==> src/rtl/program_loader.sv <==
// program_loader: receives a byte stream (header, big-endian words, XOR checksum),
// writes the words into instruction memory, and holds the CPU in reset during a load.
module program_loader #(
  parameter int unsigned ADDR_W = 8
) (
  input  logic              clock,
  input  logic              reset,
  input  logic              load_enable,
  input  logic              byte_valid,
  input  logic [7:0]        byte_data,
  output logic              byte_ready,
  output logic              imem_we,
  output logic [ADDR_W-1:0] imem_addr,
  output logic [31:0]       imem_wdata,
  output logic              cpu_hold,
  output logic              done,
  output logic              error
);

  localparam int unsigned BYTE_W = 8;
  localparam int unsigned WORD_W = 32;
  localparam int unsigned BCNT_W = 2;

  typedef enum logic [2:0] {
    IDLE   = 3'd0,
    HEADER = 3'd1,
    DATA   = 3'd2,
    WRITE  = 3'd3,
    CHECK  = 3'd4,
    DONE   = 3'd5,
    ERROR  = 3'd6
  } state_t;

  state_t              state;
  state_t              state_next;
  logic [BYTE_W-1:0]   hdr;
  logic [BYTE_W-1:0]   csum;
  logic [BYTE_W-1:0]   word_cnt;
  logic [BCNT_W-1:0]   byte_cnt;
  logic [WORD_W-1:0]   word;
  logic                accept;
  logic                byte_ready_d;
  logic                imem_we_d;
  logic                cpu_hold_d;

  // An abort (load_enable low) wins over a byte offered in the same cycle.
  assign accept = byte_valid & byte_ready & load_enable;

  // State register.
  always_ff @(posedge clock) begin
    if (reset) state <= IDLE;
    else       state <= state_next;
  end

  // Next-state logic.
  always_comb begin
    state_next = state;
    case (state)
      IDLE:   if (load_enable) state_next = HEADER;
      HEADER: begin
        if (!load_enable) state_next = IDLE;
        else if (accept)  state_next = DATA;
      end
      DATA: begin
        if (!load_enable)                          state_next = IDLE;
        else if (accept && byte_cnt == BCNT_W'(3)) state_next = WRITE;
      end
      WRITE: begin
        if (!load_enable)        state_next = IDLE;
        else if (word_cnt == hdr) state_next = CHECK;
        else                      state_next = DATA;
      end
      CHECK: begin
        if (!load_enable) state_next = IDLE;
        else if (accept)  state_next = (byte_data == csum) ? DONE : ERROR;
      end
      DONE, ERROR: if (!load_enable) state_next = IDLE;
      default:     state_next = IDLE;
    endcase
  end

  // Output decode from the next state so the registered outputs track the state.
  always_comb begin
    byte_ready_d = 1'b0;
    imem_we_d    = 1'b0;
    cpu_hold_d   = 1'b0;
    case (state_next)
      HEADER, DATA, CHECK: begin
        byte_ready_d = 1'b1;
        cpu_hold_d   = 1'b1;
      end
      WRITE: begin
        imem_we_d  = 1'b1;
        cpu_hold_d = 1'b1;
      end
      ERROR:   cpu_hold_d = 1'b1;
      default: ;
    endcase
  end

  // Registered state-decoded outputs.
  always_ff @(posedge clock) begin
    if (reset) begin
      byte_ready <= 1'b0;
      imem_we    <= 1'b0;
      cpu_hold   <= 1'b0;
    end else begin
      byte_ready <= byte_ready_d;
      imem_we    <= imem_we_d;
      cpu_hold   <= cpu_hold_d;
    end
  end

  // Datapath: header latch, word assembly, checksum, address/word counters, status flags.
  always_ff @(posedge clock) begin
    if (reset) begin
      hdr        <= '0;
      csum       <= '0;
      word_cnt   <= '0;
      byte_cnt   <= '0;
      word       <= '0;
      imem_addr  <= '0;
      imem_wdata <= '0;
      done       <= 1'b0;
      error      <= 1'b0;
    end else begin
      case (state)
        IDLE: begin
          if (load_enable) begin
            done  <= 1'b0;
            error <= 1'b0;
          end
        end
        HEADER: begin
          if (accept) begin
            hdr       <= byte_data;
            csum      <= byte_data;
            imem_addr <= '0;
            word_cnt  <= '0;
            byte_cnt  <= '0;
            word      <= '0;
          end
        end
        DATA: begin
          if (accept) begin
            word     <= {word[WORD_W-BYTE_W-1:0], byte_data};
            csum     <= csum ^ byte_data;
            byte_cnt <= byte_cnt + BCNT_W'(1);
            if (byte_cnt == BCNT_W'(3)) imem_wdata <= {word[WORD_W-BYTE_W-1:0], byte_data};
          end
        end
        WRITE: begin
          imem_addr <= imem_addr + ADDR_W'(1);
          word_cnt  <= word_cnt + BYTE_W'(1);
        end
        CHECK: begin
          if (accept) begin
            if (byte_data == csum) done  <= 1'b1;
            else                   error <= 1'b1;
          end
        end
        default: ;
      endcase
      // Discard any partially assembled word when returning to idle.
      if (state_next == IDLE) begin
        byte_cnt <= '0;
        word     <= '0;
      end
    end
  end

endmodule

==> config.mk <==
export PLATFORM = sky130hd
export DESIGN_NAME = program_loader
export DESIGN_NICKNAME = d
export VERILOG_FILES = /design/src/rtl/program_loader.sv
export SDC_FILE = /design/constraint.sdc
export NUM_CORES = 1
export LEC_CHECK = 0
export ABC_AREA = 1
export BUFFER_PORTS_ARGS = -buffer_cell sky130_fd_sc_hd__buf_2
export CORE_MARGIN = 2
export CORE_UTILIZATION = 61
export DETAILED_ROUTE_END_ITERATION = 10
export PLACE_DENSITY = 0.84
export SYNTH_ARGS = -nofsm -noshare
export SYNTH_HDL_FRONTEND = slang
export SYNTH_SLANG_ARGS = --single-unit
==> constraint.sdc <==
create_clock -name clock -period 2.4 [get_ports clock]
set_input_delay 0.24 -clock clock [delete_from_list [all_inputs] [get_ports clock]]
set_output_delay 0.24 -clock clock [all_outputs]
set_load 0.02 [all_outputs]
==> impl_metrics.py, run 1 <==
metrics = {
    "yosys": {
        "synth-seq-area-share_pct": 46.71,
        "postSynthAreaPerCell_um2": 7.582,
        "synthAdderAreaFrac_pct": 0.8937,
        "synth-compound-area-share_pct": 20.61,
        "synth_ff_type": "dfxtp_1",
        "synth_fp_nets": 569,
        "synth_cells": 554,
        "ys_seq_elements": 98,
        "synth-edff-count": 0,
        "synth_xor_area_share_pct": 1.877,
        "synthMuxAreaShare_pct": 0,
        "synth_warnings": 0,
        "syn-cell-area_um2": 4200,
        "synthArstFlopShare_pct": 0,
        "synth_top_family_by_area": "compound AO/OA/AOI/OAI gates",
        "synth_cell_types": 30,
        "synth_simple_gate_area_share_pct": 19.33,
    },
    "clock_network": {
        "htreeDepth": 3,
        "clock_latency_ns": 0.37,
        "tritoncts": "done",
        "cts_buffer_depth": 2,
        "hold_buffers": 0,
        "clkTransAtPathRegs_ns": 0.10,
        "clock_sinks": 98,
        "cts_root_buf": "clkbuf_8",
        "cts_resized": 0,
        "postCtsSetupBuffers": 0,
        "cts_made_buffers": 9,
    },
    "sta": {
        "skew_ns": 0.01050,
        "setup_viol": 0,
        "min_period_ns": 1.973,
        "slew_viol_final": 0,
        "layout_setup_ws_ns": 0.4273,
        "worst_pin_slew_ns": 0.5634,
        "max_freq_mhz": 506.9,
        "rsz0062_at_grt": "false",
        "min_period_over_period_pct": 82.19,
        "slew_headroom_pct": 62.44,
        "setup_tns_ns": 0,
        "final_hold_viol_count": 0,
    },
    "critical_path": {
        "crit_chain": "inv_2 -> nor3_2 -> nand3_2 -> inv_2 -> buf_4 -> nor2_1 -> a211oi_1",
        "slowest_stage": "buf_4",
        "cp_data_required_time_ns": 2.67,
        "max_stage_delay_ns": 0.45,
        "endpoint_kind": "flop",
        "cp.arrival_ns": 2.24,
        "worstSetupPathType": "reg2reg",
        "crit_fanout": 64,
        "worstSetupStartpointType": "flop",
        "path_common_cell": "inv_2",
    },
    "grt": {
        "grt_pass1_vias": 3377,
        "antenna_found_initial": 0,
        "gr-total-overflow": 0,
        "grt.total_usage_pct": 25.53,
        "grt_max_degree": 65,
        "grt_pass1_wl_um": 15280,
    },
    "routing": {
        "wl_um": 9491,
        "drcViolationCount": 0,
        "wire_per_inst_um": 13.80,
        "ant_nets": 0,
        "via_per_inst": 5.536,
        "drt_iter0_drc": 274,
        "via_count": 3809,
        "drt_pass1_iterations": 5,
    },
    "final_layout": {
        "fillers": 529,
        "drive_gt1_share_pct": 20.07,
        "syn2layout_area_growth_pct": 12.42,
        "final_common_cell": "dfxtp_1",
        "antenna_cells": 0,
        "fin_nets": 618,
        "fin_util_pct": 70.28,
        "final_cell_mix": "dfxtp_1, nand2_1, inv_1",
    },
    "flow_run": {
        "max_cap_viol_count": 0,
    },
    "power_and_ir_drop": {
        "p_seq_share_pct": 59.0,
        "clock_power_share_pct": 36.2,
        "pwr_density_cell_nw_per_um2": 587.8,
        "power_switching_uw": 709.0,
        "p_total_uw": 2776,
        "combPwrFrac_pct": 4.9,
        "vdd_drop_max_v": 0.0004497,
        "p_leak_uw": 0.001952,
        "intPower_uw": 2067,
        "switching_share_pct": 25.54,
    },
    "status": {
        "status": "finished, final reports clean",
    },
    "die": {
        "coreArea_um2": 6719,
        "dieArea_um2": 7566,
        "num_rows": 30,
        "die_height_um": 86.98,
        "ioPinCount": 57,
        "start_util_pct": 62.51,
        "die_x_um": 86.98,
    },
    "placed_design": {
        "portBuffers": 56,
        "post-dp-hpwl_um": 6752,
        "place_congestion": 0.9107,
        "preCtsSetupSlack_ns": 0.4751,
    },
    "hold_path": {
        "hp-class": "in2reg",
    },
}
[synthesized netlist by cell type, drive strengths merged, types with 2 or more instances]
cell type	number	area, µm²
ha	3	37.54
inv	86	322.8
nand2	85	321.6
o21ai	38	190.2
nor2	79	366.6
a211oi	26	195.2
nand4	2	12.51
buf	10	65.06
a21oi	53	280.3
clkbuf	15	56.30
xnor2	8	70.07
a311oi	2	17.52
o22ai	24	150.1
dfxtp	98	1962
nand3	15	80.08
nor3	4	25.02
a22oi	2	15.01
a221oi	2	17.52
[metrics by stage]
stage,std cells,hold WS (ns),cell area [µm²]
6_report,688,0.1866,4722
5_1_grt,688,0.1755,4722
4_1_cts,688,0.1794,4722
3_5_place_dp,672,0.4550,4537
3_3_place_gp,672,0.4446,4537
2_1_floorplan,554,0.3911,4200
[registers in the layout, indices dropped and copies added (netlist names), 2 cells and up]
register and flops:
hdr 8, word_cnt 8, csum 8, word 24, imem_addr 8, state 3
imem_wdata 32, byte_cnt 2
[worst paths after layout]
check | start | to | slack [ns] | depth (start not counted)
worst max-delay path | state[1]$_SDFF_PP0_ | imem_wdata[22]$_SDFFE_PP0P_ | 0.43 | 7
worst min-delay path | byte_data[2] | imem_wdata[2]$_SDFFE_PP0P_ | 0.19 | 3
worst max register to register | state[1]$_SDFF_PP0_ | imem_wdata[22]$_SDFFE_PP0P_ | 0.43 | 7
worst min register to register | error$_SDFFE_PP0P_ | error$_SDFFE_PP0P_ | 0.47 | 2
[layout make-up]
| type | instances | area, µm² | area share [%] |
|---|---|---|---|
| Sequential cell | 98 | 1962 | 41.55 |
| Multi-Input combinational cell | 345 | 1794 | 38.00 |
| Timing Repair Buffer | 63 | 357.8 | 7.578 |
| Inverter | 86 | 322.8 | 6.836 |
| Clock buffer | 9 | 123.9 | 2.623 |
| Tap cell | 80 | 100.1 | 2.120 |
| Clock inverter | 7 | 61.31 | 1.298 |
[critical path, delay by kind of cell (launching register included)]
kind,cells,cell delay [ns]
buf+inv,3,0.60
compound gates,1,0.24
flops,1,0.43
simple gates,3,0.58
[metal layers]
layer	track usage, %	routed length (µm)	share of wire [%]	up-vias
met5	0	0	0	-
met4	11.36	237	2.5	0
met3	3.981	551	5.8	23
li1	-	-	-	1917
met2	41.01	4514	48	135
met1	33.93	4188	44	1734
[cell families (layout without fill, tap and decap cells)]
| group | Yosys count | in the layout |
|---|---|---|
| buf+inv | 111 | 165 |
| compound gates | 147 | 147 |
| fa+ha+maj | 3 | 3 |
| simple gates | 186 | 186 |
| xor+xnor | 9 | 9 |
| flops | 98 | 98 |
[power by group through the flow]
stage                     combinational [µW]  sequential (µW)  clock, µW
after floorplan                         87.0             1680          0
after global placement                   131             1670          0
after detailed placement                 134             1670          0
after CTS                                134             1640       1020
after global routing                     148             1640       1090
final                                    135             1640       1000
No activity file was read; power rests on OpenSTA's default activity.
==> inputs of run 2 (changes only) <==
ABC_AREA = 0   (was 1)
CORE_UTILIZATION = 51   (was 61)
PLACE_DENSITY = 0.75   (was 0.84)
clock period = 1.7 ns   (was 2.4 ns; I/O delays follow)
==> run 2 against run 1 <==
  * The run now ends with negative setup slack left
  * Worst hold slack improved by 0.029 ns
  * Utilization decreased by 5.0 points
  * Non-clock buffer count increased by 42
  * Clock power increased by 58%
  * Total power increased by 48%
  * Largest power group unchanged
  * Highest routed layer unchanged
==> impl_metrics.py, run 2 <==
metrics = {
    "status": {
        "status": "finished with violations",
        "violations": "negative setup slack",
    },
    "grt": {
        "grt_use_met1_pct": 29.27,
        "grt-busiest-layer": "met2",
        "gr-usage-met2_pct": 40.45,
        "antenna_found_initial": 0,
        "grt_max_degree": 67,
        "grt.total_usage_pct": 23.44,
        "grt_pass1_wl_um": 16220,
        "grt_pass1_vias": 3469,
        "met3_usage_pct": 6.103,
        "gr-total-overflow": 0,
    },
    "yosys": {
        "synth_cells": 483,
        "synth.top_cell.area_share_pct": 48.86,
        "syn-cell-area_um2": 4015,
        "postSynthAreaPerCell_um2": 8.313,
        "synthArstFlopShare_pct": 0,
        "synth_cell_types": 43,
        "synth_fp_nets": 498,
        "yosys.area.top_type": "dfxtp_1",
        "synthTopCellsByArea": "dfxtp_1, nand2_1, a21oi_1, nor2_1, a22oi_1",
        "synth_warnings": 0,
        "synth.most_common_cell": "nand2_1",
        "ys_seq_elements": 98,
        "synth_ff_type": "dfxtp_1",
        "synthTopCellsByCount": "nand2_1, dfxtp_1, a21oi_1, nor2_1, a22oi_1",
        "synth-edff-count": 0,
        "synth-seq-area-share_pct": 48.86,
    },
    "critical_path": {
        "cp_data_required_time_ns": 1.96,
        "rr_worst_depth": 8,
        "worstReg2RegStart": "csum[5]$_SDFFE_PP0P_",
        "worstSetupStartpointType": "flop",
        "worstSetupPathType": "reg2reg",
        "endpoint_kind": "flop",
        "crit_fanout": 26,
        "reg2reg_slack_ns": -0.11,
        "cp.arrival_ns": 2.06,
        "r2r_end": "byte_cnt[0]$_SDFFE_PP0P_",
    },
    "sta": {
        "min_period_ns": 1.806,
        "rsz0062_at_grt": "true",
        "final_hold_viol_count": 0,
        "max_freq_mhz": 553.8,
        "slew_viol_final": 0,
        "slew_headroom_pct": 72.11,
        "skew_ns": 0.01278,
        "layout_setup_ws_ns": -0.1058,
        "setup_viol": 45,
        "min_period_over_period_pct": 106.2,
        "worst_pin_slew_ns": 0.4174,
    },
    "power_and_ir_drop": {
        "p_total_uw": 4101,
        "intPower_uw": 3097,
        "power_switching_uw": 1005,
        "p_leak_uw": 0.001932,
        "pwr_density_cell_nw_per_um2": 817.6,
        "switching_share_pct": 24.49,
        "combPwrFrac_pct": 5.1,
        "clock_power_share_pct": 38.6,
        "vdd_drop_max_v": 0.0006831,
        "p_seq_share_pct": 56.3,
    },
    "routing": {
        "ant_nets": 0,
        "drcViolationCount": 0,
        "wl_um": 10060,
        "via_per_inst": 5.508,
        "drt_pass1_iterations": 6,
        "drt_iter0_drc": 187,
        "wire_per_inst_um": 14.85,
        "via_count": 3729,
    },
    "hold_path": {
        "holdCritStartpoint": "byte_data[7]",
        "whs_path_depth": 4,
        "hold_end": "imem_wdata[7]$_SDFFE_PP0P_",
        "hp-class": "in2reg",
    },
    "final_layout": {
        "fillers": 667,
        "largest_reg_flops": 32,
        "syn2layout_area_growth_pct": 24.93,
        "final_common_cell": "nand2_1",
        "final_cell_mix": "nand2_1, dfxtp_1, a21oi_1",
        "drive_gt1_share_pct": 27.13,
        "fin_nets": 585,
        "largestRegisters": "imem_wdata x32, word x24",
        "finalNonFillerCells": 677,
        "antenna_cells": 0,
        "largest_register": "imem_wdata",
    },
    "placed_design": {
        "dp.cells": 652,
        "post-dp-hpwl_um": 6707,
        "portBuffers": 56,
        "place_congestion": 0.8286,
    },
    "clock_network": {
        "htreeDepth": 3,
        "tritoncts": "done",
        "cts_made_buffers": 9,
        "hold_buffers": 0,
        "clock_sinks": 98,
        "clkTransAtPathRegs_ns": 0.10,
        "cts_root_buf": "clkbuf_8",
        "clock_latency_ns": 0.37,
        "cts_buffer_depth": 2,
    },
    "die": {
        "coreArea_um2": 7687,
        "dieArea_um2": 8599,
        "die_height_um": 92.73,
        "ioPinCount": 57,
        "start_util_pct": 52.23,
        "die_x_um": 92.73,
        "num_rows": 32,
    },
    "flow_run": {
        "max_cap_viol_count": 0,
    },
}
-- run 2: kinds of logic (layout without fill, tap and decap cells) --
group	count (synthesis)	count (layout)	share of synthesized area [%]
adders and majority gates	3	3	0.9350
xor gates and xnor gates	19	19	4.145
DFF	98	98	48.86
buffers and inverters	32	123	4.020
muxes	6	6	1.558
AOI/OAI and AO/OA	118	118	17.82
and+or+nand+nor	207	208	22.66
-- run 2: through the flow --
| stage | area [µm²] | TNS (ns) | hold WS, ns | utilization (%) | setup WS [ns] |
|---|---|---|---|---|---|
| 6_report | 5016 | -2.706 | 0.2156 | 65.25 | -0.1058 |
| 5_1_grt | 5016 | -8.458 | 0.1981 | 65.25 | -0.2331 |
| 4_1_cts | 4868 | -1.961 | 0.1989 | 63.33 | -0.09116 |
| 3_5_place_dp | 4643 | -2.342 | 0.4451 | 60.40 | -0.1201 |
| 3_3_place_gp | 4643 | -1.128 | 0.4412 | 60.40 | -0.04138 |
| 2_1_floorplan | 4031 | -0.9203 | 0.3060 | - | -0.04828 |
-- run 2: worst max-delay path by stage --
stage	start	slack (ns)	cells after the start	end
after detailed placement	state[1]$_SDFF_PP0_	-0.12	5	csum[1]$_SDFFE_PP0P_
after global placement	state[1]$_SDFF_PP0_	-0.04	5	csum[5]$_SDFFE_PP0P_
final	csum[5]$_SDFFE_PP0P_	-0.11	8	byte_cnt[0]$_SDFFE_PP0P_
after CTS	byte_cnt[1]$_SDFFE_PP0P_	-0.09	8	byte_cnt[0]$_SDFFE_PP0P_
after floorplan	byte_cnt[0]$_SDFFE_PP0P_	-0.05	8	byte_cnt[1]$_SDFFE_PP0P_
after global routing	csum[7]$_SDFFE_PP0P_	-0.23	7	byte_cnt[0]$_SDFFE_PP0P_
-- run 2: critical path, stage by stage (launching register included) --
cell     delay, ns
dfxtp_4       0.37
xnor2_2       0.14
nand4_1       0.17
buf_4         0.16
nor2_4        0.04
a221o_1       0.38
o21ai_4       0.18
buf_12        0.19
nor2_1        0.07
-- run 2: repair_timing --
action,4_1_cts,5_1_grt
setup endpoints to repair,36,65
pin swaps,3,9
cloned,1,0
setup buffers,0,8
gates resized for setup,4,27
-- run 2: power groups by stage --
stage          Sequential [µW]  Combinational, µW  Clock, µW
5_1_grt                   2310                222       1710
2_1_floorplan             2370               94.1          0
3_3_place_gp              2370                187          0
6_report                  2310                209       1580
4_1_cts                   2310                193       1610
3_5_place_dp              2370                191          0
-- run 2: cell type report --
| cell class | count | area [µm²] | share of cell area [%] |
|---|---|---|---|
| timing repair buffer | 105 | 701.9 | 13.99 |
| tap | 102 | 127.6 | 2.544 |
| clock inverter | 7 | 83.83 | 1.671 |
| clock buffer | 9 | 123.9 | 2.469 |
| inverter | 2 | 7.507 | 0.1497 |
| sequential | 98 | 1986 | 39.59 |
| multi-input combinational | 354 | 1986 | 39.59 |
-- run 2: per-layer routing --
metal	share of wire (%)	vias up
met5	0	-
met4	1.6	0
met2	50	117
met3	5.0	16
met1	43	1765
li1	-	1831
==> inputs of run 3 (changes only) <==
CORE_ASPECT_RATIO = 0.7   (was unset)
==> run 3 against run 2 <==
  * The run still ends with negative setup slack left
  * Largest power group unchanged
  * Worst hold slack worse by 0.011 ns
  * Critical endpoint is now word[8]$_SDFFE_PP0P_
  * Largest cell class is now multi-input gates
  * Global-route usage is 1.9 points higher
  * Highest routed layer unchanged
  * Utilization is 0.48 points lower
==> impl_metrics.py, run 3 (synthesis results as in run 2) <==
metrics = {
    "status": {
        "status": "finished with violations",
        "violations": "negative setup slack",
    },
    "clock_network": {
        "cts_made_buffers": 9,
        "htreeDepth": 3,
        "hold_buffers": 0,
        "clock_latency_ns": 0.36,
        "cts_buffer_depth": 2,
        "clkTransAtPathRegs_ns": 0.09,
        "tritoncts": "done",
        "clock_sinks": 98,
        "cts_root_buf": "clkbuf_8",
    },
    "routing": {
        "drcViolationCount": 0,
        "via_per_inst": 5.627,
        "via_count": 3798,
        "wire_per_inst_um": 15.56,
        "drt_pass1_iterations": 5,
        "ant_nets": 0,
        "wl_um": 10500,
        "drt_iter0_drc": 304,
    },
    "final_layout": {
        "final_common_cell": "nand2_1",
        "drive_gt1_share_pct": 26.83,
        "fillers": 655,
        "syn2layout_area_growth_pct": 24.81,
        "largest_register": "imem_wdata",
        "finalNonFillerCells": 675,
        "antenna_cells": 0,
        "final_cell_mix": "nand2_1, dfxtp_1, a21oi_1",
        "fin_nets": 585,
        "fin_util_pct": 64.77,
        "finish.instance_area_um2": 5011,
        "largest_reg_flops": 32,
        "largestRegisters": "imem_wdata x32, word x24",
    },
    "critical_path": {
        "crit_chain": "xnor2_2 -> nand4_1 -> o21bai_2 -> o211ai_1 -> o21ai_4 -> buf_12 -> nor2_1",
        "endpoint_kind": "flop",
        "worstReg2RegStart": "hdr[0]$_SDFFE_PP0P_",
        "rr_worst_depth": 7,
        "slowest_stage": "dfxtp_1",
        "r2r_end": "word[8]$_SDFFE_PP0P_",
        "critPathBufInv": 1,
        "worstSetupStartpointType": "flop",
        "reg2reg_slack_ns": -0.12,
        "worstSetupPathType": "reg2reg",
        "crit_fanout": 26,
        "max_stage_delay_ns": 0.38,
        "cp_data_required_time_ns": 1.95,
        "cp_top_family": "compound AO/OA/AOI/OAI gates",
        "cp.arrival_ns": 2.07,
    },
    "sta": {
        "worst_pin_slew_ns": 0.4431,
        "setup_viol": 28,
        "skew_ns": 0.008321,
        "min_period_over_period_pct": 106.9,
        "final_hold_viol_count": 0,
        "slew_viol_final": 0,
        "max_freq_mhz": 550.0,
        "slew_headroom_pct": 70.39,
        "rsz0062_at_grt": "true",
        "layout_setup_ws_ns": -0.1181,
        "min_period_ns": 1.818,
    },
    "hold_path": {
        "holdCritStartpoint": "byte_valid",
        "hold_end": "done$_SDFFE_PP0P_",
        "hp-class": "in2reg",
        "whs_path_depth": 3,
    },
    "placed_design": {
        "post-dp-hpwl_um": 6974,
        "dpl_cell_area_um2": 4667,
        "dp.cells": 656,
        "preCtsSetupSlack_ns": -0.1507,
        "place_congestion": 0.8389,
        "portBuffers": 56,
    },
    "grt": {
        "grt_max_degree": 36,
        "grt_pass1_vias": 3469,
        "grt_pass1_wl_um": 16910,
        "antenna_found_initial": 0,
        "gr-total-overflow": 0,
        "grt.total_usage_pct": 25.35,
    },
    "die": {
        "ioPinCount": 57,
        "num_rows": 27,
        "start_util_pct": 51.90,
        "dieArea_um2": 8610,
        "coreArea_um2": 7736,
        "die_height_um": 78.24,
        "die_x_um": 110.1,
    },
    "power_and_ir_drop": {
        "pwr_density_cell_nw_per_um2": 824.3,
        "p_leak_uw": 0.001916,
        "p_total_uw": 4131,
        "vdd_drop_max_v": 0.0005053,
    },
    "flow_run": {
        "max_cap_viol_count": 0,
    },
}
run 3: how the worst max path moves through the flow:
| stage | endpoint | depth (start not counted) | slack, ns | startpoint |
|---|---|---|---|---|
| 2_1_floorplan | byte_cnt[1]$_SDFFE_PP0P_ | 8 | -0.05 | byte_cnt[0]$_SDFFE_PP0P_ |
| 3_3_place_gp | word[23]$_SDFFE_PP0P_ | 8 | -0.05 | byte_cnt[1]$_SDFFE_PP0P_ |
| 3_5_place_dp | csum[0]$_SDFFE_PP0P_ | 5 | -0.15 | state[1]$_SDFF_PP0_ |
| 4_1_cts | word[13]$_SDFFE_PP0P_ | 8 | -0.10 | byte_cnt[1]$_SDFFE_PP0P_ |
| 5_1_grt | word[13]$_SDFFE_PP0P_ | 7 | -0.18 | word_cnt[0]$_SDFFE_PP0P_ |
| 6_report | word[8]$_SDFFE_PP0P_ | 7 | -0.12 | hdr[0]$_SDFFE_PP0P_ |
run 3: repair_timing:
item	in CTS	in global routing
resized for setup	10	20
setup buffers	0	3
endpoints found under the setup margin	68	80
pin swaps	1	8
gates cloned	1	0
run 3: where the power goes:
| group | switching [µW] | total [µW] | internal [µW] |
|---|---|---|---|
| clock | 785 | 1610 | 823 |
| combinational | 129 | 211 | 81.6 |
| sequential | 10.9 | 2310 | 2300 |
run 3: cell type report:
type / count / area, µm² / share of cell area (%)
Clock inverter: 5 / 78.83 / 1.573
Tap cell: 101 / 126.4 / 2.522
Timing Repair Buffer: 105 / 685.7 / 13.68
Inverter: 2 / 7.507 / 0.1498
Sequential cell: 98 / 1978 / 39.48
Clock buffer: 10 / 127.6 / 2.547
Multi-Input combinational cell: 354 / 2007 / 40.05
run 3: worst register-to-register path: cells and delay by family, from the launching register on:
kind / cells / cell delay, ns
buffers and inverters: 1 / 0.19
AOI/OAI and AO/OA: 3 / 0.67
DFF: 1 / 0.38
and+or+nand+nor: 2 / 0.33
xor gates and xnor gates: 1 / 0.13
run 3: layer usage:
layer | vias up | routed length (µm) | global-route usage, %
li1 | 1830 | - | -
met1 | 1823 | 4846 | 36.55
met2 | 134 | 4761 | 37.48
met3 | 11 | 777 | 6.146
met4 | 0 | 117 | 7.468
met5 | - | 0 | 0
run 3: stage by stage:
step                setup TNS, ns  hold slack, ns
global placement           -1.380          0.4414
floorplan                 -0.9203          0.3060
CTS                        -2.438          0.1693
detailed placement         -3.508          0.4438
global route               -4.741          0.2111
finish                     -2.938          0.2042
